--- src/rtl/fib_req_scheduler.sv ---
// -----------------------------------------------------------------------------
// fib_req_scheduler
//
// Purpose: arbitrates between two requesters that each ask for the value of an
// external Fibonacci-style generator after a given number of steps. A granted
// request resets the generator, steps it idx times, captures its output and
// holds it as a response until the consumer takes it. Only one request is in
// flight at a time; ties between requesters are broken round-robin.
//
// Optional feature (compile-time macro FIB_IDX_RANGE_CHECK_EN):
//   defined   - an idx above MAX_IDX is accepted but answered one cycle later
//               with rsp_err=1 and rsp_data=0, without touching the generator.
//   undefined - no range check; rsp_err is tied low and any idx runs normally.
//
// Ports:
//   clk          in   single clock, all state on rising edge
//   rst          in   asynchronous active-high reset
//   req0_valid   in   requester 0 has a pending request
//   req0_idx     in   number of generator steps requested by requester 0
//   req0_ready   out  requester 0 request accepted this cycle (valid&ready)
//   req1_valid   in   requester 1 has a pending request
//   req1_idx     in   number of generator steps requested by requester 1
//   req1_ready   out  requester 1 request accepted this cycle (valid&ready)
//   rsp_valid    out  response held
//   rsp_ready    in   consumer accepts response
//   rsp_data     out  captured generator value
//   rsp_id       out  requester the response belongs to
//   rsp_err      out  index rejected (rsp_data is 0)
//   gen_rst      out  generator asynchronous reset
//   gen_enable   out  generator step enable
//   gen_fib      in   generator current output
// -----------------------------------------------------------------------------
module fib_req_scheduler #(
  parameter int unsigned IDX_W   = 6,
  parameter int unsigned MAX_IDX = 46
) (
  input  logic             clk,
  input  logic             rst,
  input  logic             req0_valid,
  input  logic [IDX_W-1:0] req0_idx,
  output logic             req0_ready,
  input  logic             req1_valid,
  input  logic [IDX_W-1:0] req1_idx,
  output logic             req1_ready,
  output logic             rsp_valid,
  input  logic             rsp_ready,
  output logic [31:0]      rsp_data,
  output logic             rsp_id,
  output logic             rsp_err,
  output logic             gen_rst,
  output logic             gen_enable,
  input  logic [31:0]      gen_fib
);

  typedef enum logic [2:0] {
    StIdle,
    StClr,
    StRun,
    StCapt,
    StResp
  } state_e;

  state_e           r_state, w_state_nxt;
  logic [IDX_W-1:0] r_idx,   w_idx_nxt;
  logic [IDX_W-1:0] r_cnt,   w_cnt_nxt;
  logic             r_id,    w_id_nxt;
  logic             r_last,  w_last_nxt;   // requester granted most recently
  logic [31:0]      r_data,  w_data_nxt;

  logic             w_gnt0;
  logic             w_gnt1;
  logic [IDX_W-1:0] w_sel_idx;
  logic             w_rdy0;
  logic             w_rdy1;

  // ---------------------------------------------------------------------------
  // Round-robin arbitration: on a tie the requester not granted last wins.
  // ---------------------------------------------------------------------------
  assign w_gnt1    = req1_valid & (~req0_valid | ~r_last);
  assign w_gnt0    = req0_valid & ~w_gnt1;
  assign w_sel_idx = w_gnt1 ? req1_idx : req0_idx;

`ifdef FIB_IDX_RANGE_CHECK_EN
  logic r_err, w_err_nxt;
  logic w_idx_over;

  assign w_idx_over = 32'(w_sel_idx) > MAX_IDX;
`endif

  // ---------------------------------------------------------------------------
  // Next-state and output decode
  // ---------------------------------------------------------------------------
  always_comb begin
    w_state_nxt = r_state;
    w_idx_nxt   = r_idx;
    w_cnt_nxt   = r_cnt;
    w_id_nxt    = r_id;
    w_last_nxt  = r_last;
    w_data_nxt  = r_data;
`ifdef FIB_IDX_RANGE_CHECK_EN
    w_err_nxt   = r_err;
`endif
    w_rdy0      = 1'b0;
    w_rdy1      = 1'b0;
    gen_enable  = 1'b0;
    rsp_valid   = 1'b0;

    unique case (r_state)
      StIdle: begin
        w_rdy0 = w_gnt0;
        w_rdy1 = w_gnt1;
        if (w_gnt0 || w_gnt1) begin
          w_idx_nxt   = w_sel_idx;
          w_id_nxt    = w_gnt1;
          w_last_nxt  = w_gnt1;
          w_state_nxt = StClr;
`ifdef FIB_IDX_RANGE_CHECK_EN
          w_err_nxt   = 1'b0;
          if (w_idx_over) begin
            // Rejected index: answer straight away, generator untouched.
            w_err_nxt   = 1'b1;
            w_data_nxt  = 32'd0;
            w_state_nxt = StResp;
          end
`endif
        end
      end

      StClr: begin
        // gen_rst is asserted for this whole cycle (see below).
        w_cnt_nxt   = r_idx;
        w_state_nxt = (r_idx != '0) ? StRun : StCapt;
      end

      StRun: begin
        gen_enable = 1'b1;
        w_cnt_nxt  = r_cnt - IDX_W'(1);
        if (r_cnt == IDX_W'(1)) begin
          w_state_nxt = StCapt;
        end
      end

      StCapt: begin
        w_data_nxt  = gen_fib;
        w_state_nxt = StResp;
      end

      StResp: begin
        rsp_valid = 1'b1;
        if (rsp_ready) begin
          w_state_nxt = StIdle;
        end
      end

      default: begin
        w_state_nxt = StIdle;
      end
    endcase
  end

  // ---------------------------------------------------------------------------
  // State registers
  // ---------------------------------------------------------------------------
  always_ff @(posedge clk or posedge rst) begin
    if (rst) begin
      r_state <= StIdle;
      r_idx   <= '0;
      r_cnt   <= '0;
      r_id    <= 1'b0;
      r_last  <= 1'b1;  // makes requester 0 win the first tie
      r_data  <= 32'd0;
    end else begin
      r_state <= w_state_nxt;
      r_idx   <= w_idx_nxt;
      r_cnt   <= w_cnt_nxt;
      r_id    <= w_id_nxt;
      r_last  <= w_last_nxt;
      r_data  <= w_data_nxt;
    end
  end

`ifdef FIB_IDX_RANGE_CHECK_EN
  always_ff @(posedge clk or posedge rst) begin
    if (rst) begin
      r_err <= 1'b0;
    end else begin
      r_err <= w_err_nxt;
    end
  end

  assign rsp_err = r_err;
`else
  assign rsp_err = 1'b0;

  // MAX_IDX is only consulted by the range check; the empty block keeps the
  // parameter referenced in builds without it.
  if (MAX_IDX == 0) begin : g_max_idx_ref
  end
`endif

  // ---------------------------------------------------------------------------
  // Outputs
  // ---------------------------------------------------------------------------
  // State is already IDLE during reset, so readies must be masked by rst itself.
  assign req0_ready = w_rdy0 & ~rst;
  assign req1_ready = w_rdy1 & ~rst;
  assign rsp_data   = r_data;
  assign rsp_id     = r_id;
  assign gen_rst    = rst | (r_state == StClr);

endmodule
--- config.mk ---
export PLATFORM = sky130hd
export DESIGN_NAME = fib_req_scheduler
export DESIGN_NICKNAME = d
export VERILOG_FILES = /design/src/rtl/fib_req_scheduler.sv
export SDC_FILE = /design/constraint.sdc
export NUM_CORES = 1
export LEC_CHECK = 0
export CORE_MARGIN = 10
export CORE_UTILIZATION = 45
export CTS_CLUSTER_SIZE = 14
export DETAILED_ROUTE_END_ITERATION = 7
export GPL_TIMING_DRIVEN = 0
export MAX_ROUTING_LAYER = met4
export PLACE_DENSITY = 0.81
export SYNTH_ARGS = -nofsm -noshare
export SYNTH_HDL_FRONTEND = slang
export SYNTH_SLANG_ARGS = --single-unit
--- constraint.sdc ---
create_clock -name clk -period 3 [get_ports clk]
set_clock_uncertainty 0.15 [all_clocks]
set_input_delay 0.45 -clock clk [delete_from_list [all_inputs] [get_ports clk]]
set_output_delay 0.45 -clock clk [all_outputs]
set_load 0.03 [all_outputs]
### Word level (Yosys, flattened, before mapping)

Cells that the tools add are included.

| storage, ports and cells | value |
|---|---|
| bits in read-only memories | 0 |
| register bits after elaboration | 49 |
| bits in writable memories | 0 |
| bits in latches | 0 |
| memories kept | 0 |
| output and inout bits | 39 |
| input bits | 49 |
| logic and storage cells | 42 |

| operators by class | value |
|---|---|
| eq/ne operators | 8 |
| bitwise operators | 10 |
| $mul | 0 |
| muxes and demuxes | 11 |
| reductions and logical operators | 6 |
| divide/modulo/power cells | 0 |
| add/sub/neg operators | 1 |
| $lt $le $gt $ge | 0 |
| shift operators | 0 |

Operators with widths:

| cell | number |
|---|---|
| case mux 3 bit (5 select lines) | 1 |
| case mux 6 bit (2 select lines) | 1 |
| two-way mux 3 bit | 3 |
| == test 3 x 2 -> 1 bit, second input constant | 2 |
| == test 6 x 1 -> 1 bit, second input constant | 1 |
| two-way mux 6 bit | 1 |
| inequality test 2 bit, second input constant | 3 |
| nonzero test 6 bit | 1 |
| subtractor 6 x 1 -> 6 bit, second input constant | 1 |
| two-way mux 1 bit | 5 |
| bitwise AND 1 bit | 4 |
| NOT 1 bit | 4 |
| == test 3 x 1 -> 1 bit, second input constant | 1 |
| == test 3 bit, second input constant | 1 |
| zero test 3 bit | 1 |
| AND reduction 3 bit | 1 |
| OR 1 bit | 2 |
| AND reduction 2 bit | 1 |
| nonzero test 2 bit | 1 |
| logical OR 1 bit | 1 |

### Longest topological paths before layout

| depth | value |
|---|---|
| depth in word-level cells | 8 |
| mapped depth | 6 |
| depth with buffers taken out | 4 |

### Least setup slack after synthesis

Ideal clock, no wire load.

| timing path | value |
|---|---|
| path type | input port to output port |
| start point | input rst |
| end point | output req1_ready |
| required time | 2.400 ns |
| cell stages on the path | 2 |
| arrival time | 1.993 ns |
| path buffers | 0 |
| setup slack | 0.407 ns |
| path through | inv_1 > and3_1 |

| on the way | value |
|---|---|
| cells in the longest elaborated chain, start to end | 2 |

RTL lines:

| item | RTL line | source |
|---|---|---|
| start, declared | 38 | `input logic rst,` |
| NOT 1 bit | 206 | `assign req1_ready = w_rdy1 & ~rst;` |
| bitwise AND 1 bit | 206 |  |
| end, declared | 44 | `output logic req1_ready,` |

No other way between the ends.

### Final worst setup path

Same ends and word-level chain as after synthesis.

==> flow_metrics.tcl <==
set metrics [dict create \
    run_status "completed" \
    worst_pin_slew_ns 0.515 \
    critical_path.top_delay_family "buffers and inverters" \
    num_vias 1557 \
    powerDensity_mw_per_mm2 1160 \
    hold_viol 0 \
    worstSetupPathType "input port to primary output" \
    hpwlAfterDp_um 4370 \
    grt_overflow 0 \
    synth_seq_area_share 0.576 \
    ys_seq_elements 49 \
    row_count 24 \
    cts_hold_buf 0 \
    grtUsageTotal 0.147 \
    cts_sinks 49 \
    first_global_vias 1664 \
    n_antenna_cell 0 \
    die_height_um 88.8 \
    place.gp.congestion 0.826 \
    drc 0 \
    drive_gt1_frac 0.268 \
    peakVddDrop_uv 645 \
    drt-initial-drc-count 77 \
    place_ws_ns -0.121 \
    slew_violations 0 \
    start_kind "input port" \
    setup_viol 0 \
    fmax_mhz 349 \
    finalPower_uw 3700 \
    fin_setup_tns_ns 0 \
    area_growth_pct 50.1 \
    insertion_delay_ns 0.30 \
    cp_num_buf_inv 4 \
    wire_per_inst_um 17.9 \
    crit_path_end_kind "primary output" \
    grt_pass1_wl_um 8520 \
    start_util 0.477 \
    routed_wl_um 5390 \
    dieArea_mm2 0.00789 \
    finalCriticalPeriod_ns 2.87 \
    cts_tree "yes" \
    clk_pin_slew_ns 0.08 \
    antenna_found_initial 0 \
    hold_path_class "input port to asynchronous set/reset pin" \
    firstDrtPassIters 4 \
    p_leak_uw 0.00136 \
    syn-num-nets 206 \
    synth_cell_types 38 \
    core-area_mm2 0.00447 \
    vias_per_cell 5.16 \
    grt_setup_unrepaired "no" \
    cp.arrival_ns 2.27 \
    min_period_over_period 0.956 \
    syn_avg_cell_area_um2 13.8 \
    cts-root-buf "clkbuf_8" \
    fin_nets 300 \
    die_x_um 88.8 \
    postSynthCellCount 155 \
    cp_data_required_time_ns 2.40 \
    h-tree-depth 2 \
    yosys_warnings 0 \
    critPathMostFrequentCell "clkdlybuf4s50_1" \
    ctsLongestPathBuffers 2 \
    portBuffers 86 \
    path_cells "clkdlybuf4s50_1, inv_2, buf_12, and3_1, clkdlybuf4s50_1" \
    ant_nets 0 \
    cts_made_buffers 5 \
    crit_fanout 39 \
    grt_start_max_net_pins 40 \
    fin_ws_ns 0.132 \
    postLayoutCellArea_mm2 0.00320 \
    synth_area_mm2 0.00213 \
    ioPinCount 88 \
    drv_cap 0 \
    slew_headroom 0.655 \
    cp_slowest_cell "clkdlybuf4s50_1" \
    max_stage_delay_ns 0.68 \
    placed_area_mm2 0.00308 \
]
-- power by group --
group / internal (uW) / switching [uW] / total, uW
clock network: 272 / 211 / 483
registers: 1010 / 215 / 1230
logic: 962 / 1030 / 1990
-- synthesized netlist by cell type --
cell type | count | area (um^2)
buf_2 | 3 | 15.0
nor4_1 | 1 | 6.26
nor3b_2 | 1 | 12.5
nand3b_1 | 1 | 7.51
mux2_1 | 1 | 11.3
a311o_1 | 1 | 10.0
a2111oi_0 | 1 | 8.76
o211ai_1 | 1 | 7.51
inv_1 | 5 | 18.8
nand2_1 | 7 | 26.3
conb_1 | 1 | 3.75
or3b_1 | 1 | 8.76
o221a_1 | 1 | 11.3
mux2_2 | 45 | 507
buf_6 | 1 | 11.3
o21ai_0 | 4 | 20.0
or3b_2 | 1 | 8.76
dfstp_2 | 1 | 26.3
ha_1 | 2 | 25.0
nand4b_1 | 1 | 8.76
or3_1 | 1 | 6.26
nand3_1 | 2 | 10.0
and3_1 | 1 | 6.26
buf_4 | 2 | 15.0
a22oi_1 | 1 | 7.51
a21boi_1 | 1 | 7.51
dfrtp_1 | 48 | 1200
a21oi_1 | 1 | 5.00
nor2_1 | 3 | 11.3
nor4b_1 | 2 | 17.5
inv_2 | 1 | 3.75
o221a_2 | 1 | 11.3
mux2i_1 | 2 | 20.0
a32oi_1 | 1 | 8.76
a31oi_1 | 2 | 12.5
nor3_1 | 4 | 20.0
nor2_2 | 1 | 6.26
a21boi_0 | 1 | 7.51
-- logic make-up after synthesis --
logic type / synth area share
compound gates: 0.0552
buf+inv: 0.0299
other cells: 0.00176
fa+ha+maj: 0.0117
simple gates: 0.0734
flops: 0.576
mux: 0.252
-- sequential cells by signal (all words and copies together), names as in the netlist --
name,count
r_last,1
rsp_data,32
r_cnt,6
r_state,3
rsp_id,1
r_idx,6
-- what timing repair did --
action,4_1_cts,5_1_grt
setup buffers,0,0
endpoints found under the hold margin,0,0
endpoints found under the setup margin,1,1
gates resized for setup,1,1
pin swaps,0,0
-- worst register-to-register path, stage by stage (launching register included) --
cell and delay [ns]:
dfrtp_1 0.45, or3b_1 0.42, buf_6 0.15, inv_2 0.13, mux2_2 0.35, o221a_2 0.24
-- area by class of cell --
type / count / area (um^2)
fillers: 345 / 1270
flip-flops and latches: 49 / 1230
repair buffers: 87 / 883
multi-input cells: 94 / 845
clock buffers: 7 / 86.3
well taps: 52 / 65.1
plain buffers: 6 / 41.3
clock inverters: 1 / 30.0
inverters: 6 / 22.5
-- metrics by stage --
| step | hold slack [ns] | util | cells |
|---|---|---|---|
| after global placement | 0.327 | 0.683 | 293 |
| after CTS | 0.299 | 0.715 | 302 |
| after detailed placement | 0.329 | 0.688 | 294 |
| final | 0.297 | 0.715 | 302 |
| after global routing | 0.317 | 0.715 | 302 |
| after floorplan | 0.307 | - | 155 |
-- final timing paths --
| check | start | to | slack (ns) | depth (start not counted) |
|---|---|---|---|---|
| max | rst | req1_ready | 0.13 | 5 |
| min | rst | rsp_data[29]$_DFFE_PP0P_ | 0.30 | 2 |
| max reg2reg | r_state[2]$_DFFE_PP0P_ | r_cnt[3]$_DFFE_PP0P_ | 1.02 | 5 |
| min reg2reg | r_cnt[5]$_DFFE_PP0P_ | r_cnt[5]$_DFFE_PP0P_ | 0.35 | 1 |
| max in group asynchronous | rst | r_last$_DFFE_PP1P_ | 1.87 | 3 |
| min in group clk | r_cnt[5]$_DFFE_PP0P_ | r_cnt[5]$_DFFE_PP0P_ | 0.35 | 1 |
-- cell usage in the layout, fill, tap and decap left out, drive strengths merged, types with 2 or more instances in the layout --
master,instances
nor2,4
or3b,2
clkdlybuf4s50,85
a31oi,2
o21ai,4
a21boi,2
nor4b,2
nand2,7
ha,2
o221a,2
nand3,2
inv,6
buf,7
mux2,46
clkbuf,7
nor3,4
dfrtp,48
mux2i,2
-- layer usage --
| metal | vias up | wire [um] | part of all wire | track usage |
|---|---|---|---|---|
| met5 | - | 0 | 0 | - |
| met4 | 0 | 89 | 0.017 | 0.0631 |
| met3 | 7 | 352 | 0.065 | 0.0423 |
| met2 | 56 | 2700 | 0.50 | 0.227 |
| met1 | 747 | 2250 | 0.42 | 0.174 |
| li1 | 747 | - | - | - |
Power figures use the tool's default switching activity.
